[src/rtl/bus_xfer_decoder_pkg.sv]
// Shared register-code map, code type and FSM encoding for the bus transfer decoder.
package bus_xfer_decoder_pkg;

  typedef logic [4:0] code_t;

  typedef enum logic [1:0] {
    ST_IDLE  = 2'd0,
    ST_DRIVE = 2'd1,
    ST_LATCH = 2'd2,
    ST_ERR   = 2'd3
  } state_t;

  localparam code_t CODE_R0  = 5'd0,  CODE_R1  = 5'd1,  CODE_R2  = 5'd2,  CODE_R3  = 5'd3;
  localparam code_t CODE_R4  = 5'd4,  CODE_R5  = 5'd5,  CODE_R6  = 5'd6,  CODE_R7  = 5'd7;
  localparam code_t CODE_R8  = 5'd8,  CODE_R9  = 5'd9,  CODE_R10 = 5'd10, CODE_R11 = 5'd11;
  localparam code_t CODE_R12 = 5'd12, CODE_R13 = 5'd13, CODE_R14 = 5'd14, CODE_R15 = 5'd15;
  localparam code_t CODE_HI  = 5'd16, CODE_LO  = 5'd17, CODE_ZHI = 5'd18, CODE_ZLO = 5'd19;
  localparam code_t CODE_PC  = 5'd20, CODE_MDR = 5'd21, CODE_INPORT = 5'd22, CODE_C = 5'd23;
  localparam code_t CODE_R24 = 5'd24, CODE_R25 = 5'd25, CODE_R26 = 5'd26, CODE_R27 = 5'd27;
  localparam code_t CODE_R28 = 5'd28, CODE_R29 = 5'd29, CODE_R30 = 5'd30, CODE_R31 = 5'd31;

  // InPort and C are read-only from the bus side, so they can never be a destination.
  function automatic logic dst_legal(code_t c);
    return !(c == CODE_INPORT || c == CODE_C);
  endfunction

endpackage

[src/rtl/bus_xfer_decoder_if.sv]
// Request/enable bundle between a transfer requester and the decoder.
interface bus_xfer_decoder_if;
  import bus_xfer_decoder_pkg::*;

  logic        req;
  code_t       src_code;
  code_t       dst_code;
  logic [31:0] src_en_out;
  logic [31:0] dst_en_in;
  logic        busy;
  logic        done;
  logic        err;

  modport master (
    output req, src_code, dst_code,
    input  src_en_out, dst_en_in, busy, done, err
  );

  modport slave (
    input  req, src_code, dst_code,
    output src_en_out, dst_en_in, busy, done, err
  );
endinterface

[src/rtl/bus_xfer_decoder_dec_5_32.sv]
// 5-to-32 one-hot decoder with enable; all-zero output when disabled.
module dec_5_32
  import bus_xfer_decoder_pkg::*;
(
  input  code_t       code,
  input  logic        en,
  output logic [31:0] onehot
);
  always_comb begin
    onehot = '0;
    if (en) onehot[code] = 1'b1;
  end
endmodule

[src/rtl/bus_xfer_decoder.sv]
// Register-transfer sequencer: drives the source for HOLD_CYCLES cycles, then
// latches into the destination for one cycle. Moore outputs off registered state.
module bus_xfer_decoder
  import bus_xfer_decoder_pkg::*;
#(
  parameter int HOLD_CYCLES = 1
) (
  input  logic               clock,
  input  logic               clear,
  bus_xfer_decoder_if.slave  bus
);

  localparam logic [3:0] HOLD_M1 = 4'(HOLD_CYCLES - 1);

  state_t      state;
  code_t       src_q, dst_q;
  logic [3:0]  cnt;
  logic [31:0] src_oh, dst_oh;

  always_ff @(posedge clock) begin
    if (clear) begin
      state <= ST_IDLE;
      src_q <= '0;
      dst_q <= '0;
      cnt   <= '0;
    end else begin
      case (state)
        ST_IDLE: if (bus.req) begin
          src_q <= bus.src_code;
          dst_q <= bus.dst_code;
          if (dst_legal(bus.dst_code)) begin
            state <= ST_DRIVE;
            cnt   <= HOLD_M1;
          end else begin
            state <= ST_ERR;
          end
        end
        ST_DRIVE: begin
          if (cnt == 4'd0) state <= ST_LATCH;
          else             cnt   <= cnt - 4'd1;
        end
        ST_LATCH: state <= ST_IDLE;
        ST_ERR:   state <= ST_IDLE;
        default:  state <= ST_IDLE;
      endcase
    end
  end

  // Source stays on the bus through the latch cycle so the destination captures stable data.
  dec_5_32 u_src_dec (.code(src_q), .en(state == ST_DRIVE || state == ST_LATCH), .onehot(src_oh));
  dec_5_32 u_dst_dec (.code(dst_q), .en(state == ST_LATCH), .onehot(dst_oh));

  assign bus.src_en_out = src_oh;
  assign bus.dst_en_in  = dst_oh;
  assign bus.busy       = (state != ST_IDLE);
  assign bus.done       = (state == ST_LATCH);
  assign bus.err        = (state == ST_ERR);

endmodule

[src/flat_wrapper.sv]
// flat-port wrapper written by rule: the top's interface ports become plain ports
module bus_xfer_decoder_flat import bus_xfer_decoder_pkg::*;
#(
  parameter int HOLD_CYCLES = 1
)
  (clock, clear, bus_req, bus_src_code, bus_dst_code, bus_src_en_out, bus_dst_en_in, bus_busy, bus_done, bus_err);
  bus_xfer_decoder_if bus_i ();
  input  logic clock;
  input  logic clear;
  input wire logic [$bits(bus_i.req)-1:0] bus_req;
  input wire logic [$bits(bus_i.src_code)-1:0] bus_src_code;
  input wire logic [$bits(bus_i.dst_code)-1:0] bus_dst_code;
  output wire logic [$bits(bus_i.src_en_out)-1:0] bus_src_en_out;
  output wire logic [$bits(bus_i.dst_en_in)-1:0] bus_dst_en_in;
  output wire logic [$bits(bus_i.busy)-1:0] bus_busy;
  output wire logic [$bits(bus_i.done)-1:0] bus_done;
  output wire logic [$bits(bus_i.err)-1:0] bus_err;
  assign bus_i.req = bus_req;
  assign bus_i.src_code = bus_src_code;
  assign bus_i.dst_code = bus_dst_code;
  assign bus_src_en_out = bus_i.src_en_out;
  assign bus_dst_en_in = bus_i.dst_en_in;
  assign bus_busy = bus_i.busy;
  assign bus_done = bus_i.done;
  assign bus_err = bus_i.err;
  bus_xfer_decoder #(.HOLD_CYCLES(HOLD_CYCLES)) u_core (.clock(clock), .clear(clear), .bus(bus_i));
endmodule
[config.mk]
export PLATFORM = sky130hd
export DESIGN_NAME = bus_xfer_decoder_flat
export DESIGN_NICKNAME = d
export VERILOG_FILES = /design/src/rtl/bus_xfer_decoder_pkg.sv /design/src/rtl/bus_xfer_decoder_if.sv /design/src/rtl/bus_xfer_decoder_dec_5_32.sv /design/src/rtl/bus_xfer_decoder.sv /design/src/flat_wrapper.sv
export SDC_FILE = /design/constraint.sdc
export NUM_CORES = 1
export LEC_CHECK = 0
export BUFFER_PORTS_ARGS = -buffer_cell sky130_fd_sc_hd__buf_4
export CAP_MARGIN = 5
export CORE_ASPECT_RATIO = 2
export CORE_MARGIN = 10
export CORE_UTILIZATION = 45
export DETAILED_ROUTE_END_ITERATION = 8
export GPL_TIMING_DRIVEN = 0
export PLACE_DENSITY = 0.85
export SETUP_SLACK_MARGIN = 0.05
export SYNTH_ARGS = -nofsm -noshare
export SYNTH_HDL_FRONTEND = slang
export SYNTH_SLANG_ARGS = --single-unit
[constraint.sdc]
create_clock -name clock -period 2.5 [get_ports clock]
set_clock_uncertainty 0.2 [all_clocks]
set_input_delay 0.125 -clock clock [delete_from_list [all_inputs] [get_ports clock]]
set_output_delay 0.125 -clock clock [all_outputs]
set_load 0.03 [all_outputs]
==> qor.yml, run 1 <==
drt:
  dr.pass1.iters: 4
  drt_first_iter_violations: 29
  wl_um: 4460
  ant_nets: 0
  routedWlPerCell_um: 14.4
  via_per_inst: 5.02
  vias: 1550
  drc: 0
global_routing:
  track_usage: 0.161
  met3_usage: 0.0352
  use_met2: 0.319
  grt_pass1_vias: 1559
  antenna_found_initial: 1
  grt_overflow: 0
  grt.busiest_layer: "met2"
  grt_use_met1: 0.146
  grt_start_max_net_pins: 11
  grt_pass1_wl_um: 7240
placed_design:
  dp_cells: 295
  post-dp-hpwl_um: 3560
  routabilityCongestion: 0.776
  io_buffer_count: 78
setup_path:
  startpoint: "u_core.state[1]"
  critical_path_class: "reg -> out"
  worstSetupEndpointType: "output port"
  r2r-start: "u_core.state[1]"
  path_max_fanout: 8
  arrival_ns: 1.91
  required_ns: 2.17
  start_kind: "register"
flow_run:
  drv_cap: 0
clock_tree:
  cts_buffer_depth: 2
  cts_max_level: 1
  insertion_delay_ns: 0.24
  cts_tree: "yes"
  clock-sinks: 16
  numCtsBuffers: 3
  path_clk_slew_ns: 0.06
  postCtsSetupRepairBufs: 0
  root_buffer: "clkbuf_8"
  ctsResizeCount: 0
synth:
  synth_cell_types: 30
  syn-num-nets: 208
  ys_seq_area_frac: 0.263
  yosys_warnings: 0
  netlist_area_mm2: 0.00122
  avgSynthCellArea_um2: 6.45
  syn_inst: 189
  yosys_register_bits: 16
power:
  vdd_drop_max_v: 0.000397
  leakagePower_nw: 0.914
  powerDensity_mw_per_mm2: 442
timing:
  finalHoldViolCount: 0
  tns_ns: 0
  fmax_mhz: 448
  finalCriticalPeriod_ns: 2.23
  final_max_slew_viol_count: 0
  tightest_slew_ns: 0.462
  relSlewSlack: 0.692
  rsz0062_at_grt: "no"
  setup_viol: 0
  post-route-period-util: 0.893
final_layout:
  final_cell_mix: "buf_4 (78), nor2_1 (69), nand2_1 (27)"
  areaGrowthSynthToFinish_pct: 63.6
  fillers: 211
  drive_gt1_frac: 0.314
  fin_cells: 309
  final_common_cell: "buf_4"
  layout.nets: 300
die:
  io_pins: 80
  die_h_um: 93.6
  initial_core_util: 0.474
  die_area_mm2: 0.00532
  coreArea_mm2: 0.00257
  row_count: 26
  chipWidth_um: 56.8
run_status:
  outcome: "complete, no violations"
hold_path:
  hold_class: "in -> reg"
  hp-start: "clear"
[final timing paths]
check                       endpoint  cells after the start  slack, ns
setup reg to reg       u_core.cnt[1]                      6       0.52
hold / removal       u_core.src_q[3]                      2       0.07
setup / recovery  bus_src_en_out[20]                      5       0.27
hold reg to reg      u_core.src_q[1]                      2       0.29
[final cells by class]
cell class                 count  area (um2)  share of cell area
clock buffer                   4        55.1              0.0276
sequential                    16         320               0.161
buffer                        10        37.5              0.0188
antenna                        1        2.50             0.00126
tap                           28        35.0              0.0176
multi-input combinational    156         835               0.419
timing repair buffer          88         686               0.344
inverter                       6        22.5              0.0113
[report_power, final]
part	internal, mW	leakage, nW	total (mW)	switching [mW]
clock	0.139	0.0288	0.222	0.0827
combinational	0.134	0.754	0.367	0.233
sequential	0.277	0.131	0.293	0.0153
total	0.551	0.914	0.882	0.331
[repair_timing]
action	4_1_cts	5_1_grt
hold endpoints to repair	10	0
hold buffers	10	0
setup endpoints to repair	0	1
[synth_stat cells]
master	count	area, um2
or3_1	2	12.5
or3b_1	6	52.6
o21a_1	1	7.51
ha_1	6	75.1
nor4bb_1	1	10.0
or3b_4	1	11.3
nor2_2	1	6.26
nand2b_1	1	6.26
clkbuf_1	11	41.3
nor2_1	69	259
dfxtp_1	16	320
nand2_1	27	101
a311oi_1	1	8.76
a41oi_1	1	8.76
a211oi_1	1	7.51
a31oi_1	2	12.5
nand3b_1	11	82.6
a22oi_4	1	21.3
nor3_1	1	5.00
or4_1	1	7.51
inv_1	5	18.8
o21ai_1	1	5.00
a21oi_1	11	55.1
o31ai_1	1	7.51
and4b_4	1	13.8
o21ai_0	1	5.00
a211oi_2	1	12.5
inv_2	1	3.75
nand3_1	4	20.0
mux2i_1	2	20.0
[stage by stage]
step                cell area, um2  setup WS (ns)   util  hold slack (ns)  power [mW]
global placement              1840          0.493  0.716            0.176       0.646
global route                  1990          0.106  0.776            0.109       0.941
floorplan                     1220          0.399      -           0.0610       0.551
finish                        1990          0.268  0.776           0.0654       0.882
detailed placement            1840          0.484  0.716            0.185       0.655
CTS                           1990          0.201  0.776           0.0655       0.891
[layer usage]
metal | wire length [um] | part of all wire | up-vias
li1 | - | - | 804
met1 | 1550 | 0.35 | 682
met2 | 2540 | 0.57 | 54
met3 | 271 | 0.061 | 10
met4 | 94 | 0.021 | 0
met5 | 0 | 0 | -
[worst max-delay path: stages (launching register included)]
cell and delay (ns):
dfxtp_1 0.39, inv_1 0.10, ha_1 0.35, or3b_1 0.50, nor2_1 0.15, buf_4 0.17
[cells by family (layout without fill, tap and decap cells)]
kind of cell / count (synthesis) / in the layout / share of synthesized area
other: 0 / 1 / 0
flip-flops: 16 / 16 / 0.263
multiplexers: 2 / 2 / 0.0164
buffers and inverters: 17 / 108 / 0.0524
AND/OR/NAND/NOR: 126 / 126 / 0.483
AO/OA/AOI/OAI: 22 / 22 / 0.124
adder cells (fa/ha/maj): 6 / 6 / 0.0616
[state kept, by name, indices dropped and copies added, names as in the netlist]
signal / cells
u_core.dst_q: 5
u_core.cnt: 4
u_core.state: 2
u_core.src_q: 5
No activity file was read; power rests on OpenSTA's default activity.
==> inputs of run 2 (changes only) <==
--- a/config.mk
+++ b/config.mk
@@ -9,10 +9,10 @@
 export CAP_MARGIN = 5
 export CORE_ASPECT_RATIO = 2
 export CORE_MARGIN = 10
-export CORE_UTILIZATION = 45
+export CORE_UTILIZATION = 40
 export DETAILED_ROUTE_END_ITERATION = 8
 export GPL_TIMING_DRIVEN = 0
-export PLACE_DENSITY = 0.85
+export PLACE_DENSITY = 0.77
 export SETUP_SLACK_MARGIN = 0.05
 export SYNTH_ARGS = -nofsm -noshare
 export SYNTH_HDL_FRONTEND = slang
==> run 2 against run 1 <==
- sequential power is essentially flat
- routed wire length shrank 4.2%
- largest cell class unchanged
- utilization shrank 9.7 points
- critical path depth grew 1
- die area grew 8.9%
- sequential cell count is the same
- non-clock buffer count grew 1
- highest routed layer unchanged
- sequential share of layout area is essentially flat
- total power shrank 0.19%
- combinational power is essentially flat
==> qor.yml, run 2 (same netlist as run 1, synthesis figures left out) <==
drt:
  wl_um: 4270  # -4.2%
  ant_nets: 0  # unchanged
  drt_first_iter_violations: 22  # -24%
  via_per_inst: 4.98  # -0.71%
  vias: 1549  # -0.065%
  drc: 0  # unchanged
  dr.pass1.iters: 4  # unchanged
  routedWlPerCell_um: 13.7  # -4.8%
run_status:
  outcome: "complete, no violations"
global_routing:
  grt_pass1_vias: 1491  # -4.4%
  grt_start_max_net_pins: 11  # unchanged
  grt_pass1_wl_um: 7000  # -3.2%
  grt_overflow: 0  # unchanged
  antenna_found_initial: 0  # -1
  track_usage: 0.142  # -0.0188
setup_path:
  crit_path_top_delay_cell: "dfxtp_1"
  arrival_ns: 1.95  # +0.04 ns
  critical_path_class: "reg -> out"
  path_delay_family: "simple AND/OR/NAND/NOR gates"
  cp_cell_sequence: "inv_1, ha_1, or3b_1, clkbuf_1, nor2_1, buf_4"
  start_kind: "register"
  startpoint: "u_core.state[0]"
  crit_buf_inv: 3  # +1
  worstSetupEndpointType: "output port"
  required_ns: 2.17  # about the same
  path_max_fanout: 8  # unchanged
  critPathMaxStageDelay_ns: 0.38  # -0.12 ns
  r2r-start: "u_core.state[1]"
final_layout:
  fillers: 293  # +39%
  final_cell_mix: "buf_4 (78), nor2_1 (69), nand2_1 (27)"
  areaGrowthSynthToFinish_pct: 63.9
  final_common_cell: "buf_4"
  seq_area_um2: 320  # unchanged
  final_core_util: 0.679  # -0.0970
  multi_input_area_um2: 835  # unchanged
  drive_gt1_frac: 0.313  # -0.00112
  n_antenna_cell: 0  # -1
  reg_top3: "u_core.dst_q (5), u_core.src_q (5), u_core.cnt (4)"
  layout.nets: 301  # +0.33%
die:
  initial_core_util: 0.414  # -0.0601
  die_h_um: 98.1  # +4.8%
  row_count: 28  # +7.7%
  die_area_mm2: 0.00579  # +8.9%
  coreArea_mm2: 0.00294  # +15%
  chipWidth_um: 59.0  # +3.9%
  io_pins: 80  # unchanged
timing:
  finalHoldViolCount: 0  # unchanged
  rsz0062_at_grt: "no"
  setup_viol: 0  # unchanged
  relSlewSlack: 0.712  # +0.0205
  fmax_mhz: 439  # -2.0%
  tightest_slew_ns: 0.432  # -0.0308 ns
  finalCriticalPeriod_ns: 2.28  # +0.0444 ns
  tns_ns: 0  # unchanged
  final_max_slew_viol_count: 0  # unchanged
  post-route-period-util: 0.911  # +0.0178
power:
  vdd_drop_max_v: 0.000419  # +5.7%
  p_sw_mw: 0.328  # -0.89%
  p_comb_frac: 0.417  # about the same
  cellInternalPower_mw: 0.552  # +0.23%
  p_sw_frac: 0.373  # -0.00264
  powerDensity_mw_per_mm2: 441  # -0.38%
  leakagePower_nw: 0.915  # +0.13%
  power_frac_seq: 0.331  # about the same
  clock_power_share: 0.252  # about the same
clock_tree:
  clock-sinks: 16  # unchanged
  numCtsBuffers: 3  # unchanged
  root_buffer: "clkbuf_8"
  cts_buffer_depth: 2  # unchanged
  path_clk_slew_ns: 0.06  # about the same
  cts_max_level: 1  # unchanged
  insertion_delay_ns: 0.24  # about the same
  cts_tree: "yes"
  ctsResizeCount: 0  # unchanged
placed_design:
  post-dp-hpwl_um: 3490  # -2.1%
  io_buffer_count: 78  # unchanged
  routabilityCongestion: 0.749  # -3.5%
hold_path:
  hold_class: "in -> reg"
  hp-start: "clear"
flow_run:
  drv_cap: 0  # unchanged
[run 2: power groups by stage]
stage | clock network [mW] | registers, mW | logic (mW)
finish | 0.222 | 0.291 | 0.367
CTS | 0.226 | 0.292 | 0.369
global placement | 0 | 0.296 | 0.350
floorplan | 0 | 0.294 | 0.257
global route | 0.236 | 0.296 | 0.411
detailed placement | 0 | 0.297 | 0.355
[run 2: metal layers]
metal	global-route usage	share of wire	vias to the layer above	wire, um
li1	-	-	807	-
met1	0.126	0.35	695	1510
met2	0.280	0.56	45	2400
met3	0.0480	0.080	2	340
met4	0.0355	0.0059	0	25
met5	0	0	-	0
[run 2: layout make-up]
class / count / share of cell area
multi-input combinational: 156 / 0.418
timing repair buffer: 88 / 0.343
sequential: 16 / 0.160
clock buffer: 4 / 0.0276
buffer: 11 / 0.0207
tap: 30 / 0.0188
inverter: 6 / 0.0113
[run 2: worst register-to-register path, delay by kind of cell, from the launching register on]
family                   cells  cell delay (ns)
buffers and inverters        2             0.46
AO/OA/AOI/OAI                1             0.08
flip-flops                   1             0.34
AND/OR/NAND/NOR              2             0.54
adder cells (fa/ha/maj)      1             0.15
[run 2: stage by stage]
step                      cell area, um2  std cells  hold WS [ns]  setup slack (ns)  total power, mW
after CTS                           2000        311        0.0763             0.206            0.887
after floorplan                     1220        189        0.0610             0.399            0.551
after global routing                2000        311         0.107            0.0725            0.943
after global placement              1840        297         0.176             0.503            0.646
after detailed placement            1840        297         0.184             0.485            0.652
final                               2000        311        0.0589             0.224            0.880
[run 2: worst paths after layout]
check                       end  slack (ns)  cells past startpoint
max          bus_src_en_out[20]        0.22                      6
min reg2reg     u_core.src_q[1]        0.29                      2
max reg2reg       u_core.cnt[1]        0.63                      6
min             u_core.src_q[3]        0.06                      2
[run 2: timing repair]
action                     4_1_cts  5_1_grt
setup endpoints to repair        0        0
hold buffers                    10        0
setup buffers                    0        0
hold endpoints to repair        10        0
==> inputs of run 3 (changes only) <==
--- a/config.mk
+++ b/config.mk
@@ -13,6 +13,7 @@
 export DETAILED_ROUTE_END_ITERATION = 8
 export GPL_TIMING_DRIVEN = 0
 export PLACE_DENSITY = 0.77
+export REMOVE_ABC_BUFFERS = 1
 export SETUP_SLACK_MARGIN = 0.05
 export SYNTH_ARGS = -nofsm -noshare
 export SYNTH_HDL_FRONTEND = slang
==> run 3 against run 2 <==
- die area did not move
- critical path type is now reg -> reg
- sequential cell count did not move
- largest power group unchanged
- total power rose by 3.3%
- maximum frequency fell by 0.78%
- worst setup slack got worse by 0.018 ns
- register-to-register slack got worse by 0.42 ns
==> qor.yml, run 3 (same netlist as run 1, synthesis figures left out) <==
drt:
  routedWlPerCell_um: 14.7  # +7.3%
  drc: 0  # unchanged
  vias: 1582  # +2.1%
  drt_first_iter_violations: 27  # +23%
  wl_um: 4600  # +7.7%
  ant_nets: 0  # unchanged
  dr.pass1.iters: 4  # unchanged
  via_per_inst: 5.07  # +1.8%
setup_path:
  path_max_fanout: 10  # +2
  worstSetupEndpointType: "register"
  start_kind: "register"
  r2r-start: "u_core.state[1]"
  startpoint: "u_core.state[1]"
  critical_path_class: "reg -> reg"
  arrival_ns: 2.29  # +0.34 ns
  required_ns: 2.49  # +0.32 ns
die:
  die_h_um: 98.1  # unchanged
  io_pins: 80  # unchanged
  coreArea_mm2: 0.00294  # unchanged
  initial_core_util: 0.414  # unchanged
  die_area_mm2: 0.00579  # unchanged
  chipWidth_um: 59.0  # unchanged
  row_count: 28  # unchanged
global_routing:
  antenna_found_initial: 0  # unchanged
  grt_start_max_net_pins: 18  # +7
  grt_pass1_vias: 1487  # -0.27%
  grt_overflow: 0  # unchanged
  grt_pass1_wl_um: 7200  # +2.9%
  track_usage: 0.150  # +0.00792
clock_tree:
  numCtsBuffers: 3  # unchanged
  cts_max_level: 1  # unchanged
  cts_tree: "yes"
  cts_buffer_depth: 2  # unchanged
  insertion_delay_ns: 0.25  # about the same
  root_buffer: "clkbuf_8"
  clock-sinks: 16  # unchanged
  path_clk_slew_ns: 0.06  # about the same
hold_path:
  hp-start: "bus_req"
  hold_class: "in -> reg"
placed_design:
  routabilityCongestion: 0.734  # -2.0%
  placed_cell_area_mm2: 0.00181  # -1.8%
  post-dp-hpwl_um: 3500  # +0.33%
  io_buffer_count: 79  # +1.3%
final_layout:
  n_antenna_cell: 0  # unchanged
  drive_gt1_frac: 0.316  # +0.00244
  multi_input_area_um2: 840  # +0.60%
  reg_top3: "u_core.dst_q (5), u_core.src_q (5), u_core.cnt (4)"
  final_common_cell: "buf_4"
  layout.nets: 302  # +0.33%
  final_core_util: 0.706  # +0.0276
  final_cell_mix: "buf_4 (79), nor2_1 (69), nand2_1 (27)"
  areaGrowthSynthToFinish_pct: 70.5
  fillers: 258  # -12%
  final_area_mm2: 0.00208  # +4.1%
  seq_area_um2: 320  # unchanged
timing:
  finalHoldViolCount: 0  # unchanged
  fmax_mhz: 436  # -0.78%
  whs_ns: 0.182  # +0.123 ns
  tightest_slew_ns: 0.387  # -0.0448 ns
  finalCriticalPeriod_ns: 2.29  # +0.0179 ns
  final_max_slew_viol_count: 0  # unchanged
  setup_viol: 0  # unchanged
  post-route-period-util: 0.918  # +0.00717
  tns_ns: 0  # unchanged
  relSlewSlack: 0.742  # +0.0298
  rsz0062_at_grt: "no"
power:
  vdd_drop_max_v: 0.000484  # +16%
  leakagePower_nw: 0.975  # +6.6%
  powerDensity_mw_per_mm2: 437  # -0.78%
run_status:
  outcome: "complete, no violations"
flow_run:
  drv_cap: 0  # unchanged
-- run 3: cell types whose count changed in the layout (fill, tap and decap cells not counted) --
cell / delta
buf_4: +1
clkbuf_1: -11
dlygate4sd3_1: +11
nor2_2: -1
nor2_4: +1
-- run 3: worst max-delay path: stages, from the launching register on --
cell and delay (ns):
dfxtp_1 0.34, inv_1 0.11, ha_1 0.33, inv_1 0.15, nor2_4 0.25, nand2_1 0.12, a21oi_1 0.16, dlygate4sd3_1 0.56
-- run 3: layout make-up --
class                           instances  area share
Sequential cell                        16       0.154
Tap cell                               30      0.0181
Clock buffer                            4      0.0265
Multi-Input combinational cell        156       0.404
Timing Repair Buffer                  100       0.387
Inverter                                6      0.0108
-- run 3: final timing paths --
kind / endpoint / slack [ns] / cells past startpoint
worst min register to register: u_core.cnt[1] / 0.31 / 2
worst min-delay path: u_core.state[1] / 0.18 / 4
worst max register to register: u_core.dst_q[0] / 0.21 / 7
worst max-delay path: u_core.dst_q[0] / 0.21 / 7
-- run 3: layer usage --
layer	vias up	routed length [um]	global-route usage
li1	810	-	-
met1	702	1580	0.139
met2	59	2600	0.288
met3	11	310	0.0402
met4	0	104	0.0551
met5	-	0	0
-- run 3: stage by stage --
stage / cells / total power, mW / setup slack [ns]
floorplan: 178 / 0.539 / 0.441
global placement: 287 / 0.640 / 0.539
detailed placement: 287 / 0.646 / 0.530
CTS: 312 / 0.904 / 0.151
global route: 312 / 0.960 / 0.0639
finish: 312 / 0.909 / 0.206
-- run 3: timing repair --
| item | CTS | global route |
|---|---|---|
| endpoints found under the hold margin | 15 | 0 |
| hold buffers | 21 | 0 |
| setup endpoints to repair | 0 | 10 |
| resized for setup | 0 | 1 |
| setup buffers | 0 | 0 |
-- run 3: power by group --
part	switching, mW	internal (mW)
registers	0.0319	0.277
logic	0.222	0.151
clock network	0.0872	0.140
